**config.mk**
```make
export PLATFORM = sky130hd
export DESIGN_NAME = control_sequencer
export DESIGN_NICKNAME = d
export VERILOG_FILES = /design/src/rtl/control_sequencer.sv
export SDC_FILE = /design/constraint.sdc
export NUM_CORES = 1
export LEC_CHECK = 0
export BUFFER_PORTS_ARGS = -buffer_cell sky130_fd_sc_hd__buf_2
export CAP_MARGIN = 10
export CORE_AREA = 2 2 54 69
export DETAILED_ROUTE_END_ITERATION = 16
export DIE_AREA = 0 0 56 71
export GPL_TIMING_DRIVEN = 0
export PLACE_DENSITY = 0.87
export SLEW_MARGIN = 30
export SYNTH_ARGS = -nofsm -noshare
export SYNTH_HDL_FRONTEND = slang
export SYNTH_SLANG_ARGS = --single-unit
```
**constraint.sdc**
```tcl
create_clock -name clk -period 2.9 [get_ports clk]
set_clock_uncertainty 0.1 [all_clocks]
set_input_delay 0.87 -clock clk [delete_from_list [all_inputs] [get_ports clk]]
set_output_delay 0.87 -clock clk [all_outputs]
set_load 0.1 [all_outputs]
```
**src/rtl/control_sequencer.sv**
```systemverilog
// Hardwired T-state control unit for the Mini SRC CPU: fetch/execute
// sequencing with ready-handshaked memory and a retired-instruction counter.
module control_sequencer (
    input  logic        clk,
    input  logic        reset_n,
    input  logic [31:0] IR,
    input  logic        mem_ready,
    output logic        PCout,
    output logic        MARin,
    output logic        IncPC,
    output logic        Zin,
    output logic        Zlowout,
    output logic        PCin,
    output logic        MDRin,
    output logic        MDRout,
    output logic        IRin,
    output logic        Yin,
    output logic        Cout,
    output logic        Read,
    output logic        Write,
    output logic        Gra,
    output logic        Grb,
    output logic        Grc,
    output logic        Rin_en,
    output logic        Rout_en,
    output logic        BAout,
    output logic [4:0]  alu_op,
    output logic        run,
    output logic        illegal,
    output logic [15:0] instr_count
);

    typedef enum logic [3:0] {
        ST_RST, ST_T0, ST_T1, ST_T2, ST_T3, ST_T4, ST_T5, ST_T6, ST_T7, ST_HALT
    } state_t;

    state_t     state;
    state_t     next_state;
    logic [4:0] opcode;
    logic       is_alu;
    logic       is_imm;
    logic       is_ldi;
    logic       is_ld;
    logic       is_st;
    logic       is_nop;
    logic       is_halt;
    logic       is_mem;
    logic       is_exec;
    logic       is_bad;
    logic [4:0] imm_op;
    logic       retire;
    logic       unused_ir_bits;

    // Only the opcode field matters to the sequencer; register fields go to the datapath.
    assign opcode         = IR[31:27];
    assign unused_ir_bits = ^IR[26:0];

    assign is_alu  = (opcode >= 5'b00011) && (opcode <= 5'b01011);
    assign is_imm  = (opcode >= 5'b01100) && (opcode <= 5'b01110);
    assign is_ldi  = (opcode == 5'b00001);
    assign is_ld   = (opcode == 5'b00000);
    assign is_st   = (opcode == 5'b00010);
    assign is_nop  = (opcode == 5'b11010);
    assign is_halt = (opcode == 5'b11011);
    assign is_mem  = is_ld | is_st;
    assign is_exec = is_alu | is_imm | is_ldi | is_mem;
    assign is_bad  = ~(is_exec | is_nop | is_halt);

    // Immediate forms reuse the matching register-form ALU operation.
    always_comb begin
        imm_op = 5'b00011;
        case (opcode)
            5'b01101: imm_op = 5'b00101;
            5'b01110: imm_op = 5'b00110;
            default:  imm_op = 5'b00011;
        endcase
    end

    // State register; reset parks the machine in RST.
    always_ff @(posedge clk or negedge reset_n) begin
        if (!reset_n) state <= ST_RST;
        else          state <= next_state;
    end

    // An instruction retires when control returns to T0 or drops into HALT from T2.
    assign retire = (state != ST_RST) &&
                    ((next_state == ST_T0) || (state == ST_T2 && next_state == ST_HALT));

    // Retired-instruction counter, wrapping naturally at 16 bits.
    always_ff @(posedge clk or negedge reset_n) begin
        if (!reset_n)    instr_count <= 16'd0;
        else if (retire) instr_count <= instr_count + 16'd1;
    end

    // Next-state and strobe decode from state, opcode and memory handshake.
    always_comb begin
        next_state = state;
        PCout = 1'b0; MARin = 1'b0; IncPC = 1'b0; Zin = 1'b0; Zlowout = 1'b0;
        PCin = 1'b0; MDRin = 1'b0; MDRout = 1'b0; IRin = 1'b0; Yin = 1'b0;
        Cout = 1'b0; Read = 1'b0; Write = 1'b0;
        Gra = 1'b0; Grb = 1'b0; Grc = 1'b0; Rin_en = 1'b0; Rout_en = 1'b0; BAout = 1'b0;
        alu_op = 5'b00000;
        illegal = 1'b0;
        run = (state != ST_RST) && (state != ST_HALT);
        case (state)
            ST_RST: next_state = ST_T0;
            ST_T0: begin
                PCout = 1'b1; MARin = 1'b1; IncPC = 1'b1; Zin = 1'b1;
                alu_op = 5'b00011;
                next_state = ST_T1;
            end
            ST_T1: begin
                Read = 1'b1;
                if (mem_ready) begin
                    MDRin = 1'b1; Zlowout = 1'b1; PCin = 1'b1;
                    next_state = ST_T2;
                end
            end
            ST_T2: begin
                MDRout = 1'b1; IRin = 1'b1;
                illegal = is_bad;
                if (is_exec)      next_state = ST_T3;
                else if (is_halt) next_state = ST_HALT;
                else              next_state = ST_T0;
            end
            ST_T3: begin
                Grb = 1'b1; Rout_en = 1'b1; Yin = 1'b1;
                BAout = is_ldi | is_mem;
                next_state = ST_T4;
            end
            ST_T4: begin
                Zin = 1'b1;
                if (is_alu) begin
                    Grc = 1'b1; Rout_en = 1'b1;
                    alu_op = opcode;
                end else if (is_imm) begin
                    Cout = 1'b1;
                    alu_op = imm_op;
                end else begin
                    Cout = 1'b1;
                    alu_op = 5'b00011;
                end
                next_state = ST_T5;
            end
            ST_T5: begin
                Zlowout = 1'b1;
                if (is_mem) begin
                    MARin = 1'b1;
                    next_state = ST_T6;
                end else begin
                    Gra = 1'b1; Rin_en = 1'b1;
                    next_state = ST_T0;
                end
            end
            ST_T6: begin
                if (is_st) begin
                    Gra = 1'b1; Rout_en = 1'b1; MDRin = 1'b1;
                    next_state = ST_T7;
                end else begin
                    Read = 1'b1;
                    if (mem_ready) begin
                        MDRin = 1'b1;
                        next_state = ST_T7;
                    end
                end
            end
            ST_T7: begin
                MDRout = 1'b1;
                if (is_st) begin
                    Write = 1'b1;
                    if (mem_ready) next_state = ST_T0;
                end else begin
                    Gra = 1'b1; Rin_en = 1'b1;
                    next_state = ST_T0;
                end
            end
            ST_HALT: next_state = ST_HALT;
            default: next_state = ST_RST;
        endcase
    end

endmodule
```
# After elaboration in Yosys (flattened, before gate mapping)
# Index checks and enable logic that the tools add are counted.
# classes
muxes	39
eq_ne	18
addsub	1
n_bitwise	8
reduce_logical	11
n_lt_le_gt_ge	4
# ops
operator	count
4-bit case mux with 10 select lines	1
4-bit two-way mux	7
1-bit two-way mux	19
16-bit by 1-bit adder with 16-bit output, second input constant	1
4-bit by 3-bit equality test with 1-bit output, second input constant	4
4-bit equality test, second input constant	3
5-bit by 4-bit equality test with 1-bit output, second input constant	2
5-bit equality test, second input constant	2
5-bit by 4-bit less-or-equal comparator with 1-bit output, second input constant	2
1-bit case mux with 2 select lines	5
5-bit case mux with 2 select lines	1
4-bit by 1-bit equality test with 1-bit output, second input constant	2
4-bit by 2-bit equality test with 1-bit output, second input constant	2
1-bit OR	7
3-bit two-way mux	2
1-bit case mux with 3 select lines	2
3-bit case mux with 2 select lines	1
5-bit by 1-bit equality test with 1-bit output, second input constant	1
5-bit by 2-bit equality test with 1-bit output, second input constant	1
5-bit by 2-bit greater-or-equal comparator with 1-bit output, second input constant	1
5-bit by 4-bit greater-or-equal comparator with 1-bit output, second input constant	1
1-bit logical AND	5
5-bit logical NOT	1
5-bit two-way mux	1
6 further kinds	7
# word_totals
wordCells	83
regBits	20
out_inout_bits	42
in_bits	35

# Depth between registers and ports, before layout
# depth
ltp_word	11
ltp_mapped	8
depth_no_buf	6

# Worst setup path after synthesis
# OpenSTA, ideal clock, no wires.
# synth_timing
path_kind	in2out
start	input IR[28]
end	output alu_op[2]
t_required_ps	1930
path_buffers	1
arrival_time_ps	5950
slack_ps	-4020
stages	3
cell_sequence	clkbuf_1 -> xnor2_1 -> a2111oi_0
# synth_via
elab_chain_len	5
word_cells_on_any_way	12
cone_classes	order compare (4); eq/ne (2); mux (4); reduce/logical (2)
# synth_lines
item	line_no	source
from (decl)	6	input logic [31:0] IR,
5-bit by 4-bit greater-or-equal comparator with 1-bit output, or another cell as far along	59	assign is_imm = (opcode >= 5'b01100) && (opcode <= 5'b01110);
1-bit logical AND / 3-bit case mux with 2 select lines (equally long branches)	59, 72	
3-bit two-way mux	136	end else if (is_imm) begin
5-bit two-way mux *	133	if (is_alu) begin
5-bit case mux with 2 select lines *	105	case (state)
to (decl)	27	output logic [4:0] alu_op,
# Mark *: on every way between the ends. The rest lies on a longest branch, timed or not.

# Worst setup path in the final report
# layout_timing
start	input IR[27]
end	output Rout_en
# layout_via
elab_chain_len	4
word_cells_on_any_way	7
cone_classes	order compare (2); eq/ne (1); mux (3); reduce/logical (1)
# layout_lines
item	line_no	source
5-bit by 2-bit greater-or-equal comparator with 1-bit output / 5-bit by 4-bit less-or-equal comparator with 1-bit output (equally long branches)	58	assign is_alu = (opcode >= 5'b00011) && (opcode <= 5'b01011);
1-bit logical AND	58	
1-bit two-way mux	133	
1-bit case mux with 3 select lines *	105	
to (decl)	25	output logic Rout_en,
# Marks and branches as above.

==> impl_results.md <==
* TritonRoute pass-1 iters at 4
* Comb pwr share at about four fifths
* Multi-input logic area at around 1200 µm²
* Slew Limit Fails at 0
* Crit-path cells: buf_12 > nand2_4 > and2_4 > or3b_4 > a221oi_4 > buf_12
* Via count at 1705
* Post-route cell area at ~2600 µm²
* Critical Path Fanout Max at 4
* Routability Congestion at around 0.87
* Worst Setup EP: Rout_en
* Fmax at around 320 MHz
* Antenna diodes at 0
* Origin of the critical flop-to-flop path: state[0]$_DFF_PN0_
* Final Hold Fails at 0
* CP Class: in2out
* CP startpoint: IR[27]
* WP data arrival at about 2.2 ns
* Number of synthesized register bits at 20
* Vias in the first global route at ~1700
* Fill count at about 200
* CP max stage cell: or3b_4
* Drt drc at 0
* Row count at 24
* Mapped Cells at about 170
* Post-route setup slack at -0.254 ns
* Max cap viols at 0
* Initial core utilization at roughly 43%
* Largest net degree at the start of global routing at 21
* Power Dens Cells at between 1000 and 1500 nW/µm²
* Yosys warnings at 0
* Finished Layout Cells at 283
* Internal Power at approximately 0.0014 W
* Root buf cell: clkbuf_8
* First-pass GRT wire length at between 8000 and 9000 µm
* Placed Area at between 2000 and 2500 µm²
* EDFF count, synth at 0
* Stages on worst setup path at 6
* Die ar. at around 4000 µm²
* Post-synthesis sequential area ratio at ~34%
* I/O Buffers at 47
* Seq pwr share at between 10% and 20%
* Post-Syn Area per Cell at around 8.4 µm²
* Maximum clock insertion buffer count at 2
* Peak supply drop at 0.00157 V
* Hpwl dp at 2900 µm
* Worst setup SP type: input port
* Worst hold path type: reg2reg
* RSZ-0062 raised after global routing: yes
* Crit path top cell by count: buf_12
* Gr usage total at 26.4%
* P_sw at around 0.0021 W
* Register area at around 500 µm²
* Sinks on Clock Net at 20
* Synth Flop Type: dfrtp_1
* Pre-CTS setup slack at -0.620 ns
* Peak per-stage delay on the critical path at approximately 0.44 ns
* Share of cells above drive strength 1 at 52.9%
* Commonest non-fill, non-tap cell in the layout: buf_2
* Avg Vias per Cell at around 6
* Number of I/O pins at 77
* Post-layout min period at ~3.2 ns
* Status: finished with violations
* CP top delay family: simple AND/OR/NAND/NOR gates
* Syn nets at 210
* WL/cell at 20.5 µm
* Cell area after synthesis at roughly 1500 µm²
* Area delta synth->final at 81.6%
* Grt total ovfl at 0
* Switching portion of total power at between 50% and 60%
* CORE AREA at 3360 µm²
* CP Buf/Inv Count at 2
* Initial DRC count at 92
* Placed Cells at 260
* Reg-to-reg endpoint: instr_count[9]$_DFFE_PN0P_
* CTS tree: done
* Crit end category: output port
* Total Routed Length at just under 6000 µm
* R2R cell count at 8
* Final net count at roughly 280
* Clk Latency, worst-skew pair at 0.26 ns
* Antenna violations before repair at 0
* Most frequent cells in the layout: buf_2 (24), buf_4 (22), dfrtp_1 (20), nand2_1 (17), buf_12 (17)
* CTS clk-pin slew, worst paths at around 0.08 ns
* Die outline height at approximately 70 µm
* Final setup viols at 10
* Synth async-reset ratio at 100%
* Failing checks: negative setup slack
* H-tree depth at 1
* Fin crit share at 109%
* Total clock buffers created by CTS at 3
* Die Span X at between 50 and 60 µm
* Worst path required time at between 1.5 and 2 ns
* Routed Antenna Nets at 0
* Cell variety after synth at 48
* R2R setup slack at between 0.4 and 0.5 ns
* Standby leakage power at ~1.2 nW
* Clock network power share at 8.0%
registers in the layout, summed over array words and instances (netlist names):
name,count
state,4
instr_count,16
repair_timing:
item	in CTS	in global routing
gates resized for setup	80	34
pin swaps	13	13
endpoints found under the setup margin	20	31
hold buffers	0	0
buffers inserted	7	13
gates cloned	0	1
cells by family (layout without fill, tap and decap cells):
logic type      after synthesis  after routing  synth area share, %
fa+ha+maj                     1              1                0.857
compound gates               31             31                 14.8
other cells                   1              1                0.257
flops                        20             20                 34.3
simple gates                 85             85                 32.2
xor+xnor                     17             17                 10.2
buf+inv                      18             88                 6.52
mux                           1              1                0.772
power groups by stage:
| stage | Sequential, W | Clock [W] | Combinational (W) |
|---|---|---|---|
| after floorplan | 0.000611 | 0 | 0.00175 |
| after global placement | 0.000391 | 0 | 0.00223 |
| after detailed placement | 0.000394 | 0 | 0.00226 |
| after CTS | 0.000388 | 0.000282 | 0.00255 |
| after global routing | 0.000399 | 0.000290 | 0.00291 |
| final | 0.000390 | 0.000280 | 0.00282 |
synth_stat cells (2+ instances only):
| cell type | count | area, µm² |
|---|---|---|
| nand4_1 | 9 | 56.3 |
| buf_6 | 2 | 22.5 |
| inv_1 | 4 | 15.0 |
| nand2_1 | 20 | 75.1 |
| nand2b_1 | 3 | 18.8 |
| a41oi_1 | 2 | 17.5 |
| nor2_1 | 20 | 75.1 |
| and3_1 | 8 | 50.1 |
| a21oi_1 | 7 | 35.0 |
| nand3_1 | 5 | 25.0 |
| buf_4 | 3 | 22.5 |
| nor2b_1 | 4 | 25.0 |
| xnor2_1 | 16 | 140 |
| clkbuf_1 | 7 | 26.3 |
| o21a_1 | 2 | 15.0 |
| o21bai_1 | 3 | 22.5 |
| dfrtp_1 | 20 | 500 |
| nor3_1 | 3 | 15.0 |
| o21ai_0 | 5 | 25.0 |
| and2_1 | 3 | 18.8 |
metrics by stage:
step	util (%)	hold slack, ns	total power (W)	setup TNS (ns)
5_1_grt	78.8	0.395	0.00360	-3.21
3_5_place_dp	59.6	0.367	0.00265	-8.25
2_1_floorplan	-	0.474	0.00236	-4.04
4_1_cts	72.3	0.380	0.00322	-0.609
3_3_place_gp	59.6	0.356	0.00262	-7.12
6_report	78.8	0.372	0.00349	-1.25
layout make-up:
class	instances	area share (%)
multi-input combinational	136	45.2
timing repair buffer	66	24.0
sequential	20	18.9
buffer	14	6.66
tap	39	1.84
clock buffer	3	1.56
clock inverter	1	1.13
inverter	4	0.709
routing by layer:
layer,global-route usage (%),wire length (µm)
met5,0,0
met4,17.5,434
met3,4.75,323
met2,46.5,3090
met1,28.5,1970
worst min-delay path by stage:
stage,start,cells after the start,endpoint
global route,instr_count[15]$_DFFE_PN0P_,1,instr_count[15]$_DFFE_PN0P_
detailed placement,instr_count[15]$_DFFE_PN0P_,1,instr_count[15]$_DFFE_PN0P_
CTS,instr_count[15]$_DFFE_PN0P_,1,instr_count[15]$_DFFE_PN0P_
floorplan,reset_n,0,instr_count[0]$_DFFE_PN0P_
global placement,instr_count[15]$_DFFE_PN0P_,1,instr_count[15]$_DFFE_PN0P_
finish,instr_count[15]$_DFFE_PN0P_,1,instr_count[15]$_DFFE_PN0P_
(Power assumes the default switching activity.)
